===== config.mk =====
export PLATFORM = sky130hd
export DESIGN_NAME = uart_line_arbiter
export DESIGN_NICKNAME = d
export VERILOG_FILES = /design/src/rtl/uart_line_arbiter.sv
export SDC_FILE = /design/constraint.sdc
export NUM_CORES = 1
export LEC_CHECK = 0
export ABC_AREA = 1
export CORE_MARGIN = 5
export CORE_UTILIZATION = 45
export CTS_CLUSTER_DIAMETER = 80
export DETAILED_ROUTE_END_ITERATION = 16
export SYNTH_ARGS = -nofsm -noshare
export SYNTH_HDL_FRONTEND = slang
export SYNTH_SLANG_ARGS = --single-unit

===== constraint.sdc =====
create_clock -name clock -period 4.5 [get_ports clock]
set_input_delay 1.35 -clock clock [delete_from_list [all_inputs] [get_ports clock]]
set_output_delay 1.35 -clock clock [all_outputs]
set_load 0.01 [all_outputs]

===== src/rtl/uart_line_arbiter.sv =====
// Line-atomic round-robin arbiter sharing one console UART between NUM_REQ character streams.
// Latency: terminator pushed in cycle t -> grant at t+1 -> first char at t+2; one char/cycle after.
// Backpressure: in_ready drops only on a full FIFO; out_valid/out_ch hold until out_ready. Tag option: UART_ARB_TAG_EN.
module uart_line_arbiter #(
    parameter int NUM_REQ    = 4,
    parameter int FIFO_DEPTH = 16,
    localparam int ID_W      = $clog2(NUM_REQ)
) (
    input  logic                 clock,
    input  logic                 reset_n,
    input  logic [NUM_REQ-1:0]   in_valid,
    input  logic [8*NUM_REQ-1:0] in_ch,
    output logic [NUM_REQ-1:0]   in_ready,
    output logic                 out_valid,
    output logic [7:0]           out_ch,
    input  logic                 out_ready,
    output logic                 trap_valid,
    output logic [ID_W-1:0]      trap_id,
    output logic                 busy
);

    localparam int AW = $clog2(FIFO_DEPTH);
    localparam int CW = $clog2(FIFO_DEPTH + 1);

`ifdef UART_ARB_TAG_EN
    typedef enum logic [1:0] {IDLE, TAG0, TAG1, SEND} state_t;
`else
    typedef enum logic [1:0] {IDLE, SEND} state_t;
`endif

    function automatic logic is_term(input logic [7:0] c);
        return (c == 8'h0A) || c[7];
    endfunction

    logic [7:0]      mem      [NUM_REQ][FIFO_DEPTH];
    logic [AW:0]     wr_ptr   [NUM_REQ];
    logic [AW:0]     rd_ptr   [NUM_REQ];
    logic [CW-1:0]   term_cnt [NUM_REQ];
    logic [NUM_REQ-1:0] full, empty, eligible, push, pop, push_term, pop_term;

    state_t          state;
    logic [ID_W-1:0] grant, rr, next_grant;
    logic [ID_W:0]   cand;
    logic            any_elig, halted, pop_any, line_end;
    logic [AW:0]     sent_cnt;
    logic [7:0]      head;
    logic            head_term;

    assign head      = mem[grant][rd_ptr[grant][AW-1:0]];
    assign head_term = is_term(head);
    assign pop_any   = (state == SEND) && out_valid && out_ready;
    assign line_end  = pop_any && (head_term || sent_cnt == (AW+1)'(FIFO_DEPTH - 1));
    assign busy      = (state != IDLE) || !(&empty);

    for (genvar k = 0; k < NUM_REQ; k++) begin : g_req
        assign full[k]      = (wr_ptr[k][AW] != rd_ptr[k][AW]) &&
                              (wr_ptr[k][AW-1:0] == rd_ptr[k][AW-1:0]);
        assign empty[k]     = (wr_ptr[k] == rd_ptr[k]);
        assign in_ready[k]  = reset_n && !full[k];
        assign push[k]      = in_valid[k] && in_ready[k];
        assign pop[k]       = pop_any && (grant == ID_W'(k));
        assign push_term[k] = push[k] && is_term(in_ch[8*k +: 8]);
        assign pop_term[k]  = pop[k] && head_term;
        // A full FIFO with no terminator is flushed as a partial line.
        assign eligible[k]  = (term_cnt[k] != '0) || full[k];
    end

    always_ff @(posedge clock) begin
        for (int k = 0; k < NUM_REQ; k++) begin
            if (push[k]) mem[k][wr_ptr[k][AW-1:0]] <= in_ch[8*k +: 8];
        end
    end

    always_ff @(posedge clock or negedge reset_n) begin
        if (!reset_n) begin
            for (int k = 0; k < NUM_REQ; k++) begin
                wr_ptr[k]   <= '0;
                rd_ptr[k]   <= '0;
                term_cnt[k] <= '0;
            end
        end else begin
            for (int k = 0; k < NUM_REQ; k++) begin
                if (push[k]) wr_ptr[k] <= wr_ptr[k] + (AW+1)'(1);
                if (pop[k])  rd_ptr[k] <= rd_ptr[k] + (AW+1)'(1);
                if (push_term[k] && !pop_term[k])
                    term_cnt[k] <= term_cnt[k] + CW'(1);
                else if (!push_term[k] && pop_term[k])
                    term_cnt[k] <= term_cnt[k] - CW'(1);
            end
        end
    end

    // Scan descending so the candidate closest after rr wins.
    always_comb begin
        any_elig   = 1'b0;
        next_grant = rr;
        cand       = '0;
        for (int i = NUM_REQ; i >= 1; i--) begin
            cand = {1'b0, rr} + (ID_W+1)'(i);
            if (cand >= (ID_W+1)'(NUM_REQ)) cand = cand - (ID_W+1)'(NUM_REQ);
            if (eligible[cand[ID_W-1:0]]) begin
                any_elig   = 1'b1;
                next_grant = cand[ID_W-1:0];
            end
        end
    end

    always_comb begin
        out_valid = 1'b0;
        out_ch    = 8'h00;
        case (state)
`ifdef UART_ARB_TAG_EN
            TAG0: begin
                out_valid = 1'b1;
                out_ch    = 8'h30 + 8'(grant);
            end
            TAG1: begin
                out_valid = 1'b1;
                out_ch    = 8'h3A;
            end
`endif
            SEND: begin
                out_valid = !empty[grant];
                out_ch    = out_valid ? head : 8'h00;
            end
            default: ;
        endcase
    end

    always_ff @(posedge clock or negedge reset_n) begin
        if (!reset_n) begin
            state      <= IDLE;
            grant      <= '0;
            rr         <= ID_W'(NUM_REQ - 1);
            sent_cnt   <= '0;
            halted     <= 1'b0;
            trap_valid <= 1'b0;
            trap_id    <= '0;
        end else begin
            trap_valid <= 1'b0;
            case (state)
                IDLE: begin
                    if (!halted && any_elig) begin
                        grant    <= next_grant;
                        rr       <= next_grant;
                        sent_cnt <= '0;
`ifdef UART_ARB_TAG_EN
                        state    <= TAG0;
`else
                        state    <= SEND;
`endif
                    end
                end
`ifdef UART_ARB_TAG_EN
                TAG0: if (out_ready) state <= TAG1;
                TAG1: if (out_ready) state <= SEND;
`endif
                SEND: begin
                    if (pop_any) begin
                        sent_cnt <= sent_cnt + (AW+1)'(1);
                        if (head[7]) begin
                            trap_valid <= 1'b1;
                            trap_id    <= grant;
                            halted     <= 1'b1;
                        end
                        if (line_end) state <= IDLE;
                    end
                end
                default: state <= IDLE;
            endcase
        end
    end

endmodule


## After elaboration in Yosys (flattened, before gate mapping)

Memories as Yosys holds them, arrays and structs flattened.
Index checks and enable logic that the tools add are counted.

- $add $sub $neg: 25
- Reduce and logical (&&, ||, !) cells: 83
- Bitwise operators: 6
- $lt $le $gt $ge: 19
- Muxes and demuxes: 65
- Equal/unequal tests: 25

Operators by type and width:

| operator | count |
|---|---|
| $mux 128 | 4 |
| $demux 8 s4 | 4 |
| $add 5x1->5 const B | 13 |
| $mux 8 | 8 |
| $mux 5 | 10 |
| $eq 8x4->1 const B | 5 |
| $logic_and 1x1->1 | 40 |
| $bmux 8 s4 | 1 |
| $ge 5x5->1 const B | 5 |
| $not 4->5 | 5 |
| $mux 2 | 11 |
| $eq 5x5->1 | 4 |
| $lt 5x1->1 const B | 4 |
| $reduce_bool 5->1 | 4 |
| $sub 5x1->5 const B | 4 |
| $mux 1 | 17 |
| $eq 4x4->1 | 4 |
| $ge 3x3->1 const B | 5 |
| $logic_not 1->1 | 15 |
| $lt 2x3->1 const B | 5 |
| $reduce_bool 2->1 | 6 |
| $logic_or 1x1->1 | 11 |
| $bmux 1 s2 | 5 |
| $bmux 5 s2 | 1 |
| other kinds (17) | 32 |

- Memory bits (writable): 512
- Memories kept: 1
- Input port bits: 39
- Flip-flop bits (word level): 75

Memories:

| name | words | width | rd ports | clocked after Yosys merged registers in | write ports | RTL line | source |
|---|---|---|---|---|---|---|---|
| mem | 4 | 128 | 1 | 0 | 4 | 35 | `logic [7:0] mem [NUM_REQ][FIFO_DEPTH];` |

## Logic depth before layout (Yosys ltp)

Gate-level depths: netlist (run 1).

- Depth after elaboration: 15
- Mapped depth: 29
- Gate-level depth less buffers: 26

## Worst setup path after synthesis (run 1)

OpenSTA, ideal clock, no wires.

- Path type: register -> register
- From: reg grant[1]
- To: reg term_cnt[14] (netlist name)
- Slack: 1.343 ns
- Arrival time: 3.032 ns
- Cell stages (with the launch flop): 29
- Cells stage by stage: dfrtp_1 -> buf_6 -> buf_6 -> buf_4 -> buf_4 -> nand3_1 -> nand2_1 -> nor2_1 -> nand2_1 -> nand3_1 -> nand3_1 -> nand3_1 -> nand2_1 -> inv_2 -> nand2_1 -> nor2_1 -> nand2_2 -> nand2_2 -> nand2_1 -> ha_1 -> inv_1 -> ha_1 -> nand2_1 -> nor2_1 -> a211oi_1 -> nand2_1 -> nand2_1 -> nor2_1 -> xor2_1

- Longest elaborated chain between the ends: 14
- Elaborated cells between the ends (all ways): 25
- Classes of those cells: 2 x eq/ne; 10 x mux; 2 x bitwise; 10 x reduce/logical; 1 x memory

RTL lines:

| what | RTL line | source |
|---|---|---|
| start, declared | 42 | `logic [ID_W-1:0] grant, rr, next_grant;` |
| start signal, assigned | 144 | `grant <= next_grant;` |
| $not 2->3 (not written as such) | 49 | `assign head = mem[grant][rd_ptr[grant][AW-1:0]];` |
| $bmux 5 s2 | 49 |  |
| $mux 4 (not written as such) (2 in series) | 49 |  |
| $not 4->5 (not written as such) | 49 |  |
| $bmux 8 s4 | 49 |  |
| $mux 8 (not written as such) (2 in series) | 49 |  |
| $eq 8x4->1 | 32 | `return (c == 8'h0A) \|\| c[7];` |
| $logic_or 1x1->1 | 32 |  |
| $logic_and 1x1->1 (*) | 63 | `assign pop_term[k] = pop[k] && head_term;` |
| $logic_not 1->1 | 85 | `if (push_term[k] && !pop_term[k])` |
| $logic_and 1x1->1 | 85 |  |
| $mux 5 or $reduce_bool 2->1 (tied branches) | - |  |
| end signal, assigned by index | 86 | `term_cnt[k] <= term_cnt[k] + CW'(1);` |
| end signal, assigned by index | 88 | `term_cnt[k] <= term_cnt[k] - CW'(1);` |
| end, declared | 38 | `logic [CW-1:0] term_cnt [NUM_REQ];` |

Mark *: on every way between the ends. The rest lies on a longest branch, timed or not. The select of a mux whose other input is x is not followed.
A chain may end at the register's enable or synchronous reset.

## Final worst setup path (run 1)

- From: reg grant[1]
- To: out out_ch[4]

- Longest elaborated chain between the ends: 10
- Elaborated cells between the ends (all ways): 13
- Classes of those cells: 10 x mux; 2 x bitwise; 1 x memory

RTL lines:

| what | RTL line | source |
|---|---|---|
| $not 2->3 (not written as such) | 49 |  |
| $bmux 5 s2 | 49 |  |
| $mux 4 (not written as such) (2 in series) | 49 |  |
| $not 4->5 (not written as such) | 49 |  |
| $bmux 8 s4 | 49 |  |
| $mux 8 (not written as such) (2 in series) | 49 |  |
| $mux 8 (*) | 124 | `out_ch = out_valid ? head : 8'h00;` |
| $mux 8 (*) | 111 | `case (state)` |
| end, declared | 15 | `output logic [7:0] out_ch,` |

Marked as above.

==> results.yml, run 1 <==
sta:
  setup_repair_after_global_routing_missed_its_margin: "true"
  fmax_mhz: 224
  slew_viols_final: 0
  setup_viol_count_final: 0
  slew_headroom_pct: 32.8
  tightestPinTransition_ns: 1.00
  fin_crit_ns: 4.47
  timing.final.crit_share_pct: 99.3
  worst_hold_slack_ns: 0.455
  finClkSkew_ns: 0.0219
  hold_violations: 0
synth:
  synth_flop_cell: "edfxtp_1"
  asyncSetResetFlopFracSynth_pct: 12.6
  synthCells: 2405
  synth.top_cell.area_share_pct: 59.7
  synth.yosys.warnings: 0
  synth_edf_count: 512
  synth.area.top_cells: "edfxtp_1 60%, nand2_1 13%, dfrtp_1 7.0%"
  ys_ff_latch: 586
  synth.top_cells.by_count: "896 x nand2_1, 512 x edfxtp_1, 259 x nand3_1"
  synth_fp_nets: 2487
  synth.distinct_cells: 47
  post_synth_instance_area_mm2: 0.0257
  synth_area_leader_cell: "edfxtp_1"
  synthMostInstantiatedCell: "nand2_1"
  syn_area_cell_um2: 10.7
  synth.yosys.seq_area_share_pct: 66.9
power_and_ir_drop:
  power_density_mw_per_mm2: 511
  power_switching_share_pct: 31.4
  cellInternalPower_w: 0.0108
  combPwrFrac_pct: 24.1
  clock_power_share_pct: 33.5
  p_leak_nw: 12.5
  design_power_total_w: 0.0158
  power.share.sequential_pct: 42.4
  worst_ir_drop_vdd_uv: 316
  switchingPower_w: 0.00496
routing:
  drc_violations_left: 0
  avgViaCountPerCell: 5.59
  routedWlPerCell_um: 28.9
  route.final.wire_length_um: 99200
  drt_pre_antenna_iters: 6
  detailedRoute.firstIterationViolations: 2297
  postRouteAntennaNets: 0
  via_count: 19200
cts:
  cts_made_buffers: 60
  clock-sinks: 586
  cts_max_level: 2
  cts_tree: "yes"
  cts-root-to-sink-buffers: 3
  clk-insertion-delay-late_ns: 0.64
  cts-root-buf: "clkbuf_16"
  clkTransAtPathRegs_ns: 0.06
critical_path:
  timing.reg2reg.setup_slack_ns: 0.31
  max_stage_delay_ns: 0.56
  critical_path_arrival_ns: 3.12
  worst_setup_path_end_kind: "output pin"
  crit_path_start_kind: "flip-flop"
  critical-path-slowest-cell: "dfrtp_4"
  kind_of_critical_path: "flip-flop to output pin"
  critical_path.cell_chain: "inv_4 -> buf_12 -> nand2_4 -> buf_4 -> o22ai_1 -> buf_4 -> nor3_4 -> inv_2 -> buf_4 -> nand3_1 -> nand2_1 -> inv_1 -> nor2_4 -> clkdlybuf4s15_2"
  required_ns: 3.15
  critical-path-top-cell-by-count: "buf_4"
  critPathMaxFanout: 20
floorplanning:
  placementRows: 87
  fp.coreArea_mm2: 0.0565
  die_y_um: 249
  fp.dieArea_mm2: 0.0621
  io_pins: 56
  initial_core_util_pct: 45.6
  die_x_um: 249
min_path:
  worstHoldPathType: "flip-flop to flip-flop"
global_route:
  antenna_found_initial: 8
  globalRouteTotalUtil_pct: 31.1
  first_pass_grt_wire_length_um: 138000
  number_of_global_route_vias_before_repair: 18700
  overflow: 0
  grt_start_max_net_pins: 80
status:
  outcome: "finished clean"
place:
  port_buffers: 55
  place.detailed.hpwl_um: 69700
  gp_congestion: 1.06
  placed_cells: 3290
final_layout:
  antenna-diode-count: 0
  area_growth_pct: 20.0
  nets: 2708
  share_of_post_route_cells_with_drive_strength_above_1_pct: 14.6
  layoutNonFillerInstCount: 3429
flow_run:
  timing.max_cap.violations: 0
## area by class of cell
cell class	instances	area (um^2)
clock inverter	35	460
clock buffer	74	1620
sequential	586	17200
timing repair buffer	253	2510
inverter	97	374
multi-input combinational	1628	7770
fill	4860	25600
tap	756	946
## final timing paths
kind                           from            to  depth (start not counted)
max                        grant[1]     out_ch[4]                         14
min                          halted        halted                          2
max in group asynchronous   reset_n   term_cnt[6]                          2
min in group asynchronous   reset_n  term_cnt[10]                          1
min reg2reg                  halted        halted                          2
max reg2reg                grant[1]  term_cnt[19]                         26
## stage by stage
| stage | util, % | setup TNS, ns | area [um^2] | worst slack, ns |
|---|---|---|---|---|
| floorplan | - | 0 | 25700 | 1.34 |
| global placement | 49.8 | -0.193 | 28100 | -0.130 |
| detailed placement | 49.8 | -0.0909 | 28100 | -0.0722 |
| CTS | 54.3 | -0.148 | 30700 | -0.0550 |
| global route | 54.7 | -0.204 | 30900 | -0.0892 |
| finish | 54.7 | 0 | 30900 | 0.0325 |
## state kept, by name, summed over array words and instances, names as in the netlist
register and flops:
grant 2, trap_id 2, sent_cnt 5, rr 2
state 1, mem 512, trap_valid 1, halted 1
wr_ptr 20, rd_ptr 20, term_cnt 20
## kinds of logic after synthesis
logic type	Yosys count	share of synthesized area, %
adder cells (fa/ha/maj)	43	2.21
buffers and inverters	191	3.76
flip-flops	586	66.9
XOR/XNOR	53	1.80
AO/OA/AOI/OAI	83	1.98
AND/OR/NAND/NOR	1449	23.3
## placed cells by master (no fill, tap or decap), types with 9 or more instances in the layout
master           netlist  routed
dfrtp_1               72      70
nand4_1               21      21
nand3_2                0      16
nand2_1              896     875
o21ai_0               27      26
a21oi_1               22      20
nor2_1               228     222
ha_1                  39      39
bufinv_16              0      11
clkdlybuf4s50_1        0      46
clkinv_2               0      10
xor2_1                39      39
buf_6                 12      12
nand2_2                6      25
nand3_1              259     243
inv_1                 87      86
nor2_4                 6      12
xnor2_1               14      14
buf_4                 26     157
buf_12                 0      20
clkbuf_16              0      62
clkbuf_1               7       9
edfxtp_1             512     512
## layer usage
layer	wire length, um	vias up	global-route usage, %
met5	13	-	0
met1	37500	9429	39.4
li1	-	8560	-
met4	6660	2	17.1
met3	7230	225	4.39
met2	47800	949	52.0
## power by group through the flow
stage | clock (W) | combinational (W) | sequential [W]
floorplan | 0 | 0.00191 | 0.00671
global placement | 0 | 0.00340 | 0.00679
detailed placement | 0 | 0.00345 | 0.00681
CTS | 0.00535 | 0.00360 | 0.00670
global route | 0.00559 | 0.00407 | 0.00674
finish | 0.00529 | 0.00381 | 0.00670
## what timing repair did
action / CTS / global route
gates cloned: 7 / 1
hold buffers: 0 / 0
setup buffers: 15 / 8
pin swaps: 5 / 9
endpoints found under the setup margin: 8 / 10
resized for setup: 56 / 55
## worst max-delay path, delay by kind of cell (launching register included)
kind	cells	cell delay, ns
buffers and inverters	8	1.29
flip-flops	1	0.56
AO/OA/AOI/OAI	1	0.16
AND/OR/NAND/NOR	5	0.44
(Power assumes the default switching activity.)
==> run 2: changes to the inputs <==
--- a/config.mk
+++ b/config.mk
@@ -7,9 +7,10 @@
 export LEC_CHECK = 0
 export ABC_AREA = 1
 export CORE_MARGIN = 5
-export CORE_UTILIZATION = 45
+export CORE_UTILIZATION = 55
 export CTS_CLUSTER_DIAMETER = 80
 export DETAILED_ROUTE_END_ITERATION = 16
+export PLACE_DENSITY = 0.72
 export SYNTH_ARGS = -nofsm -noshare
 export SYNTH_HDL_FRONTEND = slang
 export SYNTH_SLANG_ARGS = --single-unit
==> constraint.sdc (replaced) <==
create_clock -name clock -period 4.5 [get_ports clock]
set_input_delay 0.45 -clock clock [delete_from_list [all_inputs] [get_ports clock]]
set_output_delay 0.45 -clock clock [all_outputs]
set_load 0.01 [all_outputs]
==> results.yml, run 2 (synthesis gave the netlist of run 1 again) <==
power_and_ir_drop:
  clock_power_share_pct: 33.4
  p_leak_nw: 11.7
  power.share.sequential_pct: 45.0
  power_switching_share_pct: 31.1
  power_density_mw_per_mm2: 507
  cellInternalPower_w: 0.0103
  worst_ir_drop_vdd_uv: 336
  design_power_total_w: 0.0149
  switchingPower_w: 0.00463
  combPwrFrac_pct: 21.6
global_route:
  number_of_global_route_vias_before_repair: 18300
  first_pass_grt_wire_length_um: 125000
  globalRouteTotalUtil_pct: 34.4
  use_met3_pct: 4.95
  overflow: 0
  grt_start_max_net_pins: 69
  use_met2_pct: 54.4
  grtUsageMet1_pct: 43.3
  globalRoute.busiestLayer: "met2"
  antenna_found_initial: 1
final_layout:
  number_of_flip_flops_under_the_largest_register_name: 512
  share_of_post_route_cells_with_drive_strength_above_1_pct: 8.71
  num-fill-cells: 3734
  finish.instance_area_mm2: 0.0293
  most-common-layout-cells: "896 x nand2_1, 512 x edfxtp_1, 259 x nand3_1"
  nets: 2600
  area_growth_pct: 13.9
  layout_commonest_cell: "nand2_1"
floorplanning:
  fp.dieArea_mm2: 0.0512
  die_x_um: 226
  initial_core_util_pct: 55.4
  fp.coreArea_mm2: 0.0465
  die_y_um: 226
  placementRows: 79
  io_pins: 56
cts:
  cts_made_buffers: 59
  clk-insertion-delay-late_ns: 0.62
  clkTransAtPathRegs_ns: 0.06
  cts-root-to-sink-buffers: 3
  post_cts_resized: 0
  cts-root-buf: "clkbuf_16"
  cts_tree: "yes"
  cts_max_level: 2
  clock-sinks: 586
routing:
  routedWlPerCell_um: 27.9
  route.final.wire_length_um: 88300
  detailedRoute.firstIterationViolations: 2367
  drc_violations_left: 0
  avgViaCountPerCell: 5.96
  via_count: 18900
  drt_pre_antenna_iters: 6
  postRouteAntennaNets: 0
sta:
  fmax_mhz: 236
  finClkSkew_ns: 0.0234
  slew_headroom_pct: 2.69
  hold_violations: 0
  fin_crit_ns: 4.23
  slew_viols_final: 0
  final.setup.tns_ns: 0
  tightestPinTransition_ns: 1.45
  setup_viol_count_final: 0
  timing.final.crit_share_pct: 94.1
  setup_repair_after_global_routing_missed_its_margin: "false"
critical_path:
  critical_path.cell_chain: "nor2_4 -> buf_12 -> buf_4 -> nand2_1 -> nand4_1 -> o211ai_1 -> nand3_1 -> nand3_1 -> nand2_1 -> inv_2 -> nor2_1 -> clkdlybuf4s50_1"
  max_stage_delay_ns: 0.62
  critPathMaxFanout: 40
  kind_of_critical_path: "flip-flop to output pin"
  crit_path_start_kind: "flip-flop"
  critical_path_arrival_ns: 3.78
  critical-path-slowest-cell: "dfrtp_4"
  required_ns: 4.05
  worst_setup_path_end_kind: "output pin"
flow_run:
  timing.max_cap.violations: 0
place:
  place.detailed.hpwl_um: 61500
  gp_congestion: 1.07
  placed_area_mm2: 0.0273
  port_buffers: 55
status:
  outcome: "finished clean"
min_path:
  worstHoldPathType: "primary input to asynchronous set/reset pin"
run 2: routing by layer:
metal  vias to the layer above  wire length [um]
met3                       281              7940
met2                      1158             41000
met5                         -                 0
li1                       8328                 -
met1                      9132             31100
met4                         0              8300
run 2: worst max-delay path: cells and delay by family, from the launching register on:
family	cells	cell delay (ns)
compound gates	1	0.13
buf+inv	4	1.18
simple gates	7	1.19
flops	1	0.62
run 2: what timing repair did:
item | 4_1_cts | 5_1_grt
hold buffers | 1 | 0
setup buffers | 0 | 8
endpoints found under the setup margin | 0 | 9
endpoints found under the hold margin | 42 | 0
run 2: layout make-up:
type                    instances  area (um^2)  area share [%]
clock buffers                  67         1520            5.17
multi-input cells            1628         7560            25.8
inverters                      97          369            1.26
well taps                     607          759            2.59
flip-flops and latches        586        17200            58.8
repair buffers                146         1480            5.03
clock inverters                36          407            1.39
diodes                          2         5.00          0.0171
run 2: path summary, 6_finish.rpt:
path | cells past startpoint | end | slack (ns) | start
setup reg to reg | 25 | term_cnt[4] | 0.29 | grant[1]
setup / recovery | 12 | out_ch[7] | 0.27 | grant[1]
max in group asynchronous | 3 | rd_ptr[0] | 3.22 | reset_n
min in group clock | 3 | wr_ptr[15] | 0.45 | in_valid[0]
hold / removal | 2 | term_cnt[10] | 0.38 | reset_n
hold reg to reg | 2 | halted | 0.45 | halted
run 2: power by group through the flow:
| stage | clock, W | combinational [W] | sequential (W) |
|---|---|---|---|
| 3_5_place_dp | 0 | 0.00313 | 0.00679 |
| 6_report | 0.00497 | 0.00322 | 0.00669 |
| 3_3_place_gp | 0 | 0.00306 | 0.00677 |
| 5_1_grt | 0.00523 | 0.00346 | 0.00673 |
| 2_1_floorplan | 0 | 0.00191 | 0.00671 |
| 4_1_cts | 0.00498 | 0.00315 | 0.00669 |
run 2: per-stage QoR:
stage	cells	utilization, %	worst slack [ns]	hold WS, ns
final	3169	63.1	0.267	0.379
after floorplan	2405	-	1.34	0.154
after global placement	3055	58.7	0.188	0.433
after detailed placement	3055	58.7	0.134	0.437
after CTS	3159	62.9	0.126	0.389
after global routing	3167	63.1	0.0255	0.445
==> run 3: changes to the inputs <==
==> constraint.sdc (replaced) <==
create_clock -name clock -period 5.3 [get_ports clock]
set_input_delay 0.53 -clock clock [delete_from_list [all_inputs] [get_ports clock]]
set_output_delay 0.53 -clock clock [all_outputs]
set_load 0.01 [all_outputs]
==> results.yml, run 3 (synthesis gave the netlist of run 1 again) <==
routing:
  via_count: 19000
  avgViaCountPerCell: 6.04
  routedWlPerCell_um: 27.8
  route.final.wire_length_um: 87500
  postRouteAntennaNets: 0
  drc_violations_left: 0
  detailedRoute.firstIterationViolations: 2794
  drt_pre_antenna_iters: 6
power_and_ir_drop:
  design_power_total_w: 0.0121
  p_leak_nw: 11.5
  power_density_mw_per_mm2: 422
  worst_ir_drop_vdd_uv: 291
cts:
  cts-root-buf: "clkbuf_16"
  cts_made_buffers: 58
  cts_tree: "yes"
  post_cts_buffers: 0
  cts_max_level: 2
  clk-insertion-delay-late_ns: 0.63
  clock-sinks: 586
  clkTransAtPathRegs_ns: 0.06
  cts-root-to-sink-buffers: 3
final_layout:
  layout_commonest_cell: "nand2_1"
  share_of_post_route_cells_with_drive_strength_above_1_pct: 7.44
  most-common-layout-cells: "896 x nand2_1, 512 x edfxtp_1, 259 x nand3_1"
  num-fill-cells: 3648
  layoutNonFillerInstCount: 3150
  utilization_pct: 62.0
  number_of_flip_flops_under_the_largest_register_name: 512
  area_growth_pct: 11.8
  nets: 2576
global_route:
  first_pass_grt_wire_length_um: 124000
  number_of_global_route_vias_before_repair: 18100
  antenna_found_initial: 2
  overflow: 0
  globalRouteTotalUtil_pct: 34.0
  grt_start_max_net_pins: 53
critical_path:
  timing.reg2reg.setup_slack_ns: 0.51
  critical-path-slowest-cell: "dfrtp_4"
  critical_path.n_buffers_inverters: 3
  worst_path_dominant_cell_family: "simple AND/OR/NAND/NOR gates"
  crit_path_start_kind: "flip-flop"
  kind_of_critical_path: "flip-flop to flip-flop"
  critical_path_arrival_ns: 5.34
  crit-reg2reg-launch: "grant[0]"
  worst_setup_path_end_kind: "flip-flop"
  max_stage_delay_ns: 0.73
  critPathMaxFanout: 46
  worst-r2r-cell-count: 25
  required_ns: 5.85
  timing.critical_path.from: "grant[0]"
  r2r_endpoint: "term_cnt[4]"
place:
  place.detailed.hpwl_um: 58400
  placed_cells: 3040
  port_buffers: 55
  gp_congestion: 1.09
sta:
  timing.final.crit_share_pct: 90.4
  fmax_mhz: 209
  tightestPinTransition_ns: 1.37
  slew_headroom_pct: 8.65
  slew_viols_final: 0
  hold_violations: 0
  fin_crit_ns: 4.79
  finClkSkew_ns: 0.0247
  setup_repair_after_global_routing_missed_its_margin: "false"
  worst_hold_slack_ns: 0.460
  final.setup.tns_ns: 0
  setup_viol_count_final: 0
flow_run:
  timing.max_cap.violations: 0
floorplanning:
  die_x_um: 226
  fp.dieArea_mm2: 0.0512
  initial_core_util_pct: 55.4
  io_pins: 56
  fp.coreArea_mm2: 0.0465
  placementRows: 79
  die_y_um: 226
min_path:
  worstHoldPathType: "primary input to asynchronous set/reset pin"
status:
  outcome: "finished clean"
==> run 3: layer usage <==
metal  routed length (um)  track usage (%)
met5                    0                0
met2                39600             53.0
met4                 7250             21.7
met3                 9960             5.89
met1                30700             44.6
==> run 3: worst reg2reg max path, cell delays in order (launching register included) <==
cell and delay (ns):
dfrtp_4 0.73, inv_4 0.20, nor2_4 0.16, buf_4 0.54
nand2_1 0.32, nand2_1 0.12, nor2_1 0.05, nand2_1 0.05
nand3_1 0.11, nand3_1 0.20, nand3_1 0.14, nand2_1 0.09
nand2_1 0.05, nor2_1 0.13, nand2_2 0.14, nand2_2 0.18
nand2_1 0.10, ha_1 0.25, inv_1 0.13, ha_1 0.28
a21oi_1 0.17, nor2_1 0.06, nor2_1 0.14, nor2_1 0.06
nor2_1 0.14, xor2_1 0.17
==> run 3: layout make-up <==
cell class                      instances  area, um^2  share of cell area [%]
Timing Repair Buffer                  123        1140                    3.95
Multi-Input combinational cell       1628        7560                    26.2
Clock buffer                           76        1550                    5.38
Inverter                               97         369                    1.28
Tap cell                              607         759                    2.64
Sequential cell                       586       17200                    59.9
Antenna cell                            4        10.0                  0.0348
Clock inverter                         29         178                   0.617
==> run 3: report_power, final <==
part	leakage, nW	switching, W	total (W)	internal, W
clock	0.833	0.00174	0.00383	0.00210
combinational	5.13	0.00183	0.00263	0.000793
sequential	5.51	0.000272	0.00568	0.00541
total	11.5	0.00384	0.0121	0.00830
==> run 3: through the flow <==
stage                     worst slack [ns]  cell area, um^2
after floorplan                       2.14            25700
after global placement               0.736            27000
after detailed placement             0.666            27000
after CTS                            0.642            28800
after global routing                 0.278            28800
final                                0.508            28800
==> run 3: how the worst max path moves through the flow <==
stage                   end  depth (start not counted)  slack, ns
2_1_floorplan  term_cnt[14]                         28       2.14
3_3_place_gp   term_cnt[14]                         26       0.74
3_5_place_dp   term_cnt[14]                         26       0.67
5_1_grt         term_cnt[4]                         26       0.28
6_report        term_cnt[4]                         25       0.51
4_1_cts           out_ch[6]                         14       0.64
==> run 3: timing repair <==
item,CTS,global route
resized for setup,0,0
endpoints found under the hold margin,42,0
hold buffers,1,0
==> variant 1, RTL diff (settings of run 3) <==
The parameter `FIFO_DEPTH` goes from 16 to 8.
--- a/src/rtl/uart_line_arbiter.sv
+++ b/src/rtl/uart_line_arbiter.sv
@@ -3,7 +3,7 @@
 // Backpressure: in_ready drops only on a full FIFO; out_valid/out_ch hold until out_ready. Tag option: UART_ARB_TAG_EN.
 module uart_line_arbiter #(
     parameter int NUM_REQ    = 4,
-    parameter int FIFO_DEPTH = 16,
+    parameter int FIFO_DEPTH = 8,
     localparam int ID_W      = $clog2(NUM_REQ)
 ) (
     input  logic                 clock,
Function: changed (Yosys sat finds a counterexample within 10 cycles, from zero or initial values and one cycle with reset_n low).
==> variant 1 against run 3 <==
- largest power group unchanged
- worst setup slack improved by 0.41 ns
- sequential power fell by 44%
- routed wire length down 56%
- synthesized area down 44%
- design area decreased by 44%
- final cell count shrank 44%
- total power decreased by 42%
- clock skew shrank 0.013 ns
- sequential cell count down 269
- sequential share of layout area down 2.7 points
- fmax up 9.3%
==> variant 1: results (changes against run 3) <==
Setup WS pre-CTS: 1.04 ns (+0.375 ns)
Least-Margin Pin Slew: 1.29 ns (-0.0715 ns)
Int Power: 0.00491 W (-41%)
fraction of layout cells with a size suffix above 1: 0.0699 (-0.00456)
CP max stage delay: 0.61 ns (-0.12 ns)
global placement routability congestion: 0.980 (-9.7%)
Post-Synth XOR/XNOR Area: 0.0294 (+0.0113)
First DRT Iteration DRCs: 1267 (-55%)
crit-path max FO: 39 (-15%)
first-pass GRT wire length: 58.6 mm (-53%)
WL met1: 14.9 mm (-52%)
n_diodes: 0 (-4)
Critical R2R Launch: grant[1]
vias in the first global route: 10000 (-45%)
reg2reg setup slack: 0.92 ns (+0.41 ns)
Netlist cell types: 37 (-21%)
peak supply drop: 0.310 mV (+6.4%)
Worst EP arrival: 4.77 ns (-0.57 ns)
Seq/Total Area, Yosys: 0.643 (-0.0257)
Critical-path top delay cell: inv_2
dominant cells by area after synthesis: edfxtp_1, nand2_1, dfrtp_1, nand3_1, nor2_1
DP HPWL: 26.5 mm (-55%)
reg2reg end: term_cnt[15]
fillcell total: 2158 (-41%)
Synthesized Nets: 1420 (-43%)
Final period util: 0.827 (-0.0772)
R2R depth: 21 (-16%)
Synth async-reset ratio: 0.192 (+0.0661)
WL met2: 18.9 mm (-52%)
adder-cell share of the synthesized area: 0.0239 (+0.00187)
max reg flops: 256 (-50%)
metal3 WL: 2.59 mm (-74%)
outcome: finished clean
CTS buffer count: 34 (-41%)
via count: 10200 (-47%)
clk_skew: 0.0120 ns (-0.0127 ns)
largest net degree at the start of global routing: 63 (+19%)
WL final: 38.8 mm (-56%)
-- variant 1: logic make-up (layout without fill, tap and decap cells) --
group	count (synthesis)	in the layout
AO/OA/AOI/OAI	52	52
AND/OR/NAND/NOR	806	806
adder cells (fa/ha/maj)	25	25
flip-flops	317	317
buffers and inverters	108	183
XOR/XNOR	48	48
-- variant 1: power by group through the flow --
stage / clock [W] / combinational, W / sequential [W]
finish: 0.00237 / 0.00147 / 0.00319
global route: 0.00250 / 0.00163 / 0.00322
CTS: 0.00238 / 0.00145 / 0.00319
detailed placement: 0 / 0.00143 / 0.00324
global placement: 0 / 0.00139 / 0.00323
floorplan: 0 / 0.00105 / 0.00318
-- variant 1: through the flow --
stage | instance area [um2] | cells | total power [W]
final | 16100 | 1766 | 0.00703
after global routing | 16100 | 1766 | 0.00735
after CTS | 16100 | 1766 | 0.00702
after detailed placement | 15000 | 1706 | 0.00467
after global placement | 15000 | 1706 | 0.00462
after floorplan | 14300 | 1356 | 0.00424
-- variant 1: worst max-delay path, delay by kind of cell, from the launching register on --
family / cells / cell delay, ns
AOI/OAI and AO/OA: 2 / 0.35
xor gates and xnor gates: 1 / 0.13
adders and majority gates: 2 / 0.49
buffers and inverters: 3 / 0.81
DFF: 1 / 0.52
and+or+nand+nor: 13 / 1.94
-- variant 1: worst min-delay path by stage --
stage / slack [ns] / end / depth (start not counted)
final: 0.15 / term_cnt[4] / 1
after global routing: 0.23 / wr_ptr[12] / 1
after CTS: 0.17 / wr_ptr[12] / 1
after detailed placement: 0.46 / term_cnt[15] / 1
after global placement: 0.45 / halted / 2
after floorplan: 0.23 / grant[0] / 0
-- variant 1: layout make-up --
cell class | count | share of cell area
Sequential cell | 317 | 0.572
Multi-Input combinational cell | 931 | 0.281
Clock buffer | 44 | 0.0591
Timing Repair Buffer | 67 | 0.0394
Tap cell | 335 | 0.0260
Inverter | 56 | 0.0130
Clock inverter | 16 | 0.00947
-- variant 1: routing by layer --
layer,track usage,vias up
met5,0,-
met4,0.147,0
met3,0.0317,130
met1,0.347,4872
li1,-,4690
met2,0.445,471
==> variant 2, RTL diff (flow settings as in run 3) <==
Without the edit above. One comparison of `sent_cnt` changes from == to >=.
--- a/src/rtl/uart_line_arbiter.sv
+++ b/src/rtl/uart_line_arbiter.sv
@@ -49,7 +49,7 @@
     assign head      = mem[grant][rd_ptr[grant][AW-1:0]];
     assign head_term = is_term(head);
     assign pop_any   = (state == SEND) && out_valid && out_ready;
-    assign line_end  = pop_any && (head_term || sent_cnt == (AW+1)'(FIFO_DEPTH - 1));
+    assign line_end  = pop_any && (head_term || sent_cnt >= (AW+1)'(FIFO_DEPTH - 1));
     assign busy      = (state != IDLE) || !(&empty);
 
     for (genvar k = 0; k < NUM_REQ; k++) begin : g_req
Function: same outputs for any inputs over 4 cycles, from zero or initial values and one cycle with reset_n low; that may be too few to reach the edited logic, so the function may still have changed.
==> variant 2 against run 3 <==
- synthesized area fell by 0.17%
- first-iteration DRC count fell by 5.8%
- design area rose by 0.20%
- count of clock-buffer cells in the layout fell by 1
- sequential cell count did not move
- routed wire length fell by 5.5%
- die area fell by 0.16%
- largest power group unchanged
- worst setup slack improved by 0.054 ns
- sequential share of layout area fell by 0.12 points
- largest cell class unchanged
- core utilization rose by 0.25 points
- total power rose by 2.7%
==> variant 2: results (changes against run 3) <==
Synthesized Nets: 2481 (-0.24%)
routed vias/inst: 6.04 (about the same)
fraction of layout cells with a size suffix above 1: 0.0741 (-0.000321)
register clock-pin slew on the reported worst setup and hold paths: 0.06 ns (about the same)
slew margin rel.: 0.0880 (+0.00155)
DP HPWL: 52.5 mm (-10%)
grt met2 use: 0.513 (-0.0174)
Netlist cell types: 44 (-6.4%)
Final Hold Slack: 0.468 ns (+0.00754 ns)
Final Instance Count excl. Fillers: 3136 (-0.44%)
Commonest cells post-synth: nand2_1, edfxtp_1, nand3_1
dominant cells by area after synthesis: edfxtp_1, nand2_1, dfrtp_1, nand3_1, nor2_1
placed cell count: 3019 (-0.69%)
reg2reg end: term_cnt[19]
gr usage total: 0.321 (-0.0184)
WL met1: 29.8 mm (-3.1%)
fillcell total: 3638 (-0.27%)
crit-path max FO: 42 (-8.7%)
first-pass GRT wire length: 119 mm (-3.8%)
Worst EP arrival: 5.24 ns (-0.10 ns)
metal3 WL: 9.40 mm (-5.6%)
nets@finish: 2555 (-0.82%)
initial antenna violation count: 3 (+1)
clk_skew: 0.0160 ns (-0.00867 ns)
number of port buffers: 55 (unchanged)
largest net degree at the start of global routing: 123 (+130%)
peak supply drop: 0.263 mV (-9.6%)
CP max stage delay: 0.64 ns (-0.09 ns)
met3 Track Usage GR: 0.0681 (+0.00921)
Crit path max-delay family: simple AND/OR/NAND/NOR gates
R2R depth: 27 (+8.0%)
outcome: finished clean
global placement routability congestion: 1.02 (-6.3%)
Leakage: 11.6 nW (+0.88%)
top sig layer: met5
CTS max path bufs: 3 (unchanged)
Int Power: 0.00854 W (+2.9%)
WL met2: 38.1 mm (-3.9%)
Seq/Total Area, Yosys: 0.670 (+0.00111)
First DRT Iteration DRCs: 2631 (-5.8%)
mean post-synth cell area: 10.7 um2 (about the same)
reg2reg setup slack: 0.56 ns (+0.05 ns)
[variant 2: cell count changes in the layout (fill, tap and decap cells not counted), sizes merged, moves of 5 or more]
cell / run 3 / this run
clkinv: 22 / 30
buf: 68 / 57
xnor2: 14 / 21
inv: 98 / 91
xor2: 39 / 33
o21ai: 33 / 28
nand3: 259 / 264
[variant 2: power by group through the flow]
stage          Combinational (W)  Sequential, W  Clock [W]
2_1_floorplan            0.00161        0.00569          0
3_3_place_gp             0.00255        0.00575          0
3_5_place_dp             0.00262        0.00577          0
4_1_cts                  0.00264        0.00568    0.00408
5_1_grt                  0.00289        0.00572    0.00430
6_report                 0.00271        0.00569    0.00407
[variant 2: how the worst max path moves through the flow]
stage / startpoint / to / slack, ns
after floorplan: rd_ptr[17] / term_cnt[14] / 2.16
after global placement: grant[0] / term_cnt[9] / 0.68
after detailed placement: grant[0] / term_cnt[19] / 0.66
after CTS: grant[0] / term_cnt[19] / 0.64
after global routing: grant[0] / term_cnt[9] / 0.31
final: grant[0] / term_cnt[19] / 0.56
[variant 2: per-stage QoR]
step | setup WS, ns | cell area [um2]
CTS | 0.637 | 28800
global route | 0.312 | 28800
finish | 0.562 | 28900
global placement | 0.683 | 27000
detailed placement | 0.656 | 27000
floorplan | 2.16 | 25700
[variant 2: kinds of logic after synthesis]
family,share of synthesized area
compound gates,0.0196
xor+xnor,0.0184
fa+ha+maj,0.0216
buf+inv,0.0366
flops,0.670
simple gates,0.234
[variant 2: layout make-up]
cell class              instances  area share
multi-input cells            1624       0.261
clock inverters                35     0.00915
flip-flops and latches        586       0.597
repair buffers                111      0.0378
clock buffers                  75      0.0554
inverters                      92      0.0120
diodes                          6    0.000520
well taps                     607      0.0263
[variant 2: what timing repair did]
item	4_1_cts	5_1_grt
gates resized for setup	0	0
hold buffers	1	0
hold endpoints to repair	9	0
